### config.mk
export PLATFORM = sky130hd
export DESIGN_NAME = mem_arbiter
export DESIGN_NICKNAME = d
export VERILOG_FILES = /design/src/rtl/mem_arbiter.sv
export SDC_FILE = /design/constraint.sdc
export NUM_CORES = 1
export LEC_CHECK = 0
export CORE_MARGIN = 5
export CORE_UTILIZATION = 30
export DETAILED_ROUTE_END_ITERATION = 10
export PLACE_DENSITY = 0.87
export REMOVE_ABC_BUFFERS = 1
export SYNTH_ARGS = -nofsm -noshare
export SYNTH_HDL_FRONTEND = slang
export SYNTH_SLANG_ARGS = --single-unit
export TNS_END_PERCENT = 100
### constraint.sdc
create_clock -name clk -period 1.4 [get_ports clk]
set_input_delay 0.28 -clock clk [delete_from_list [all_inputs] [get_ports clk]]
set_output_delay 0.28 -clock clk [all_outputs]
set_load 0.02 [all_outputs]
### src/rtl/mem_arbiter.sv
// mem_arbiter: shares one single-ported memory between the fetch port (F)
// and the data port (M) of the pipelined core. One access is in flight at a
// time. The data port wins ties. Defining MEM_ARB_FAIR_EN adds a starvation
// guard that hands the memory to fetch after STARVE_MAX consecutive data
// grants made while fetch was waiting.
module mem_arbiter #(
   parameter int unsigned AW         = 32,
   parameter int unsigned DW         = 32,
   parameter int unsigned STARVE_MAX = 4
) (
   input  logic          clk,
   input  logic          reset,

   // fetch port
   input  logic          i_req,
   input  logic [AW-1:0] i_addr,
   output logic [DW-1:0] i_rdata,
   output logic          i_done,

   // data port
   input  logic          d_req,
   input  logic          d_we,
   input  logic [AW-1:0] d_addr,
   input  logic [DW-1:0] d_wdata,
   output logic [DW-1:0] d_rdata,
   output logic          d_done,

   // memory side
   output logic          mem_req,
   output logic          mem_we,
   output logic [AW-1:0] mem_addr,
   output logic [DW-1:0] mem_wdata,
   input  logic [DW-1:0] mem_rdata,
   input  logic          mem_ready,

   // hazard unit / status
   output logic          stallF,
   output logic          stallM,
   output logic          busy
);

   typedef enum logic [1:0] {
      ST_IDLE   = 2'd0,
      ST_BUSY_I = 2'd1,
      ST_BUSY_D = 2'd2
   } state_t;

   state_t          r_state;
   logic            r_mem_req;
   logic            r_mem_we;
   logic [AW-1:0]   r_mem_addr;
   logic [DW-1:0]   r_mem_wdata;

   logic            w_idle;
   logic            w_fetch_first;
   logic            w_grant_i;
   logic            w_grant_d;
   logic            w_i_done;
   logic            w_d_done;

   // A zero limit would hand every tie to fetch and collapse the counter width.
   if (STARVE_MAX < 1) begin : g_bad_starve_max
      $error("mem_arbiter: STARVE_MAX must be at least 1");
   end

   assign w_idle = (r_state == ST_IDLE);

`ifdef MEM_ARB_FAIR_EN
   localparam int unsigned CW = $clog2(STARVE_MAX + 1);

   logic [CW-1:0] r_starve;

   // Fetch overrides data priority once the data port has had its quota.
   always_comb begin
      w_fetch_first = (r_starve == CW'(STARVE_MAX));
   end

   // Count data grants taken while fetch waits; any fetch grant or an idle
   // cycle without a fetch request starts the count again.
   always_ff @(posedge clk or negedge reset) begin
      if (!reset) begin
         r_starve <= '0;
      end else if (w_idle) begin
         if (!i_req || w_grant_i) begin
            r_starve <= '0;
         end else if (w_grant_d) begin
            r_starve <= r_starve + CW'(1);
         end
      end
   end
`else
   // Strict data priority.
   always_comb begin
      w_fetch_first = 1'b0;
   end
`endif

   // Grant decision, only meaningful in IDLE; requests are ignored while busy.
   always_comb begin
      w_grant_i = w_idle & i_req & (~d_req | w_fetch_first);
      w_grant_d = w_idle & d_req & ~w_grant_i;
   end

   // Access FSM: latch the winning request into the memory registers and
   // hold them until the memory signals ready.
   always_ff @(posedge clk or negedge reset) begin
      if (!reset) begin
         r_state     <= ST_IDLE;
         r_mem_req   <= 1'b0;
         r_mem_we    <= 1'b0;
         r_mem_addr  <= '0;
         r_mem_wdata <= '0;
      end else begin
         case (r_state)
            ST_IDLE: begin
               if (w_grant_d) begin
                  r_state     <= ST_BUSY_D;
                  r_mem_req   <= 1'b1;
                  r_mem_we    <= d_we;
                  r_mem_addr  <= d_addr;
                  r_mem_wdata <= d_wdata;
               end else if (w_grant_i) begin
                  r_state     <= ST_BUSY_I;
                  r_mem_req   <= 1'b1;
                  r_mem_we    <= 1'b0;
                  r_mem_addr  <= i_addr;
                  r_mem_wdata <= '0;
               end
            end
            ST_BUSY_I, ST_BUSY_D: begin
               if (mem_ready) begin
                  r_state   <= ST_IDLE;
                  r_mem_req <= 1'b0;
               end
            end
            default: begin
               r_state   <= ST_IDLE;
               r_mem_req <= 1'b0;
            end
         endcase
      end
   end

   // Completion is combinational on mem_ready in the owning BUSY state.
   always_comb begin
      w_i_done = (r_state == ST_BUSY_I) & mem_ready;
      w_d_done = (r_state == ST_BUSY_D) & mem_ready;
   end

   assign mem_req   = r_mem_req;
   assign mem_we    = r_mem_we;
   assign mem_addr  = r_mem_addr;
   assign mem_wdata = r_mem_wdata;

   assign i_done    = w_i_done;
   assign d_done    = w_d_done;
   assign i_rdata   = w_i_done ? mem_rdata : '0;
   assign d_rdata   = w_d_done ? mem_rdata : '0;

   assign stallF    = i_req & ~w_i_done;
   assign stallM    = d_req & ~w_d_done;
   assign busy      = ~w_idle;

endmodule

==> flow_summary.yaml <==
sta:
  fmax_mhz: 551
  whs_ns: 0.488
  setup_violations: 139
  tightest_slew_ns: 0.379
  fin_ws_ns: -0.415
  min_period_ns: 1.81
  rsz0062_at_grt: "true"
  hold_violations: 0
  finalMaxSlewViolations: 0
  setup_tns_ns: -35.92
  min_period_over_period_pct: 130
  slew_headroom_pct: 74.8
  skew_ns: 0.00901
placed_design:
  portBuffers: 268
  placedCellCount: 721
  place_congestion: 0.990
  dpl_worst_slack_ns: -0.752
  dp_hpwl_mm: 11.8
global_routing:
  grt_start_max_net_pins: 69
  antenna_found_initial: 2
  grt_first_pass_wirelength_mm: 23.2
  grt_pass1_vias: 4266
  grt_overflow: 0
  grt.total_usage_pct: 22.4
layout:
  layout-drive-gt1-share_pct: 37.1
  stdcell_count: 757
  fin_util_pct: 68.4
  fin_nets: 747
  area_growth_pct: 122
  fillers: 783
power_and_ir_drop:
  p_leak_nw: 3.39
  cellPowerDensity_nw_per_um2: 1950
  internal_power_mw: 8.57
  ir_drop_mv: 0.950
  clkPwrFrac_pct: 17.1
  switching_share_pct: 41.2
  seq_power_share_pct: 25.2
  switchingPower_mw: 5.99
  comb_power_share_pct: 57.6
floorplanning:
  dieArea_um2: 13500
  die_w_um: 116
  start_util_pct: 30.9
  dieHeight_um: 116
  fp.coreArea_um2: 10900
  fp-row-count: 38
  io_pins: 269
clock_network:
  cts_buffers: 9
  cts_htree_levels: 3
  path_clk_slew_ns: 0.05
  cts_root_buffer: "clkbuf_16"
  cts.path.max_buffers: 2
  cts_tree: "built"
  clock_latency_ns: 0.33
  clock-sinks: 68
worst_setup_path:
  arrival_ns: 1.53
  crit_start: "r_state[0]$_DFFE_PN0P_"
  worst_path_most_repeated_cell: "buf_6"
  rr_startpoint: "r_state[0]$_DFFE_PN0P_"
  path_buf_inv: 3
  cp-end-kind: "output port"
  path_class: "reg -> out"
  rr_endpoint: "mem_wdata[14]$_DFFE_PN0P_"
  crit_chain: "buf_6 > ha_4 > buf_12 > and3_1 > buf_6"
  rr_worst_depth: 8
  required_ns: 1.12
  cp-start-kind: "register"
  reg2reg_slack_ns: -0.27
  cp_top_family: "buffers and inverters"
  slowest_stage: "dfrtp_1"
  worstPathMaxFanout: 16
  max_stage_delay_ns: 0.40
synthesis:
  synth.distinct_cells: 21
  yosysWarnings: 0
  avgSynthCellArea_um2: 10.5
  synth_xor_area_share_pct: 0
  ys_seq_area_share_pct: 50.4
  yosys.area.top_type_share_pct: 50.4
  yosys.area_share.adder_pct: 1.11
  synth_top_family_by_area: "compound AO/OA/AOI/OAI gates"
  synth.area.mux_share_pct: 0
  synth-simple-area-share_pct: 17.6
  ys_ff_latch: 68
  synth-async-reset-ratio_pct: 100
  synth_compound_area_share_pct: 23.9
  syn_area_um2: 3380
  synthCells: 322
  synthTopCellsByArea: "dfrtp_1, and3_1, a22o_1, o32ai_1, o22ai_1"
  synth_flop_cell: "dfrtp_1"
  synthTopCellsByCount: "dfrtp_1, and3_1, a22o_1"
  synth.most_common_cell: "dfrtp_1"
  synth_top_area_cell: "dfrtp_1"
  synth_edf_count: 0
hold_path:
  worstHoldPathType: "reg -> reg"
  hold_path_end: "mem_wdata[12]$_DFFE_PN0P_"
  hold_depth: 1
  min-delay-start: "mem_wdata[12]$_DFFE_PN0P_"
drt:
  routed_wl_mm: 17.6
  postRouteAntennaNets: 0
  first_pass_iters: 4
  num_vias: 4156
  wl_per_cell_um: 23.3
  drt_first_iter_violations: 330
  dr_wl_met2_mm: 8.71
  routed_via_density: 5.49
  drcViolationCount: 0
  wl_met3_mm: 1.75
  topRoutingLayerUsed: "met4"
  wl_met1_mm: 6.27
run:
  drv_cap: 0
status:
  violations: "setup timing"
  status: "finished, violations left"
per-stage QoR:
| step | instance area [um2] | power, mW |
|---|---|---|
| floorplan | 3150 | 6.77 |
| global placement | 6320 | 10.6 |
| detailed placement | 6320 | 10.8 |
| CTS | 6820 | 13.3 |
| global route | 7480 | 15.2 |
| finish | 7480 | 14.6 |
final cells by class:
class                      count  area [um2]  share of cell area [%]
inverter                       3        11.3                   0.150
tap                          140         175                    2.34
antenna                        2        5.00                  0.0669
clock inverter                 5        82.6                    1.10
sequential                    68        1700                    22.7
clock buffer                  11         253                    3.38
multi-input combinational    213        2010                    26.9
timing repair buffer         315        3240                    43.4
layout by cell type, fill, tap and decap left out, types with 12 or more instances in the layout:
cell,Yosys,layout
clkbuf_16,0,13
o22ai_2,0,19
buf_6,9,66
buf_4,1,28
o32ai_2,0,25
a22o_1,34,34
nor2_1,32,32
and3_4,0,31
o22ai_1,32,12
clkdlybuf4s50_1,0,131
dlygate4sd2_1,0,57
and3_1,64,33
dfrtp_1,68,68
power groups by stage:
stage	logic (mW)	clock network [mW]	registers [mW]
2_1_floorplan	2.23	0	4.54
3_3_place_gp	7.12	0	3.52
3_5_place_dp	7.30	0	3.54
4_1_cts	7.23	2.56	3.54
5_1_grt	8.80	2.64	3.79
6_report	8.39	2.49	3.67
state kept, by name, indices dropped and copies added, names as in the netlist:
| name | count |
|---|---|
| mem_addr | 32 |
| mem_req | 1 |
| mem_wdata | 32 |
| mem_we | 1 |
| r_state | 2 |
logic make-up after synthesis:
kind of cell    Yosys count
compound gates          103
buf+inv                  41
flops                    68
simple gates            107
fa+ha+maj                 3
timing repair:
action / in CTS / in global routing
cloned: 2 / 6
setup buffers: 3 / 6
resized for setup: 482 / 101
hold buffers: 1 / 0
setup endpoints to repair: 200 / 141
hold endpoints to repair: 68 / 0
pin swaps: 11 / 19
per-layer routing:
metal,track usage (%),vias up
li1,-,1830
met1,25.0,2014
met2,36.9,259
met3,8.19,53
met4,13.2,0
met5,0,-
worst max path at each step:
stage / endpoint / slack, ns / cells past startpoint
after global routing: i_rdata[13] / -0.46 / 5
after CTS: i_rdata[5] / -0.42 / 5
after detailed placement: d_rdata[20] / -0.75 / 4
after global placement: stallF / -0.72 / 5
after floorplan: mem_addr[0]$_DFFE_PN0P_ / -1.16 / 5
final: i_rdata[13] / -0.41 / 5
No activity file was read; power rests on OpenSTA's default activity.
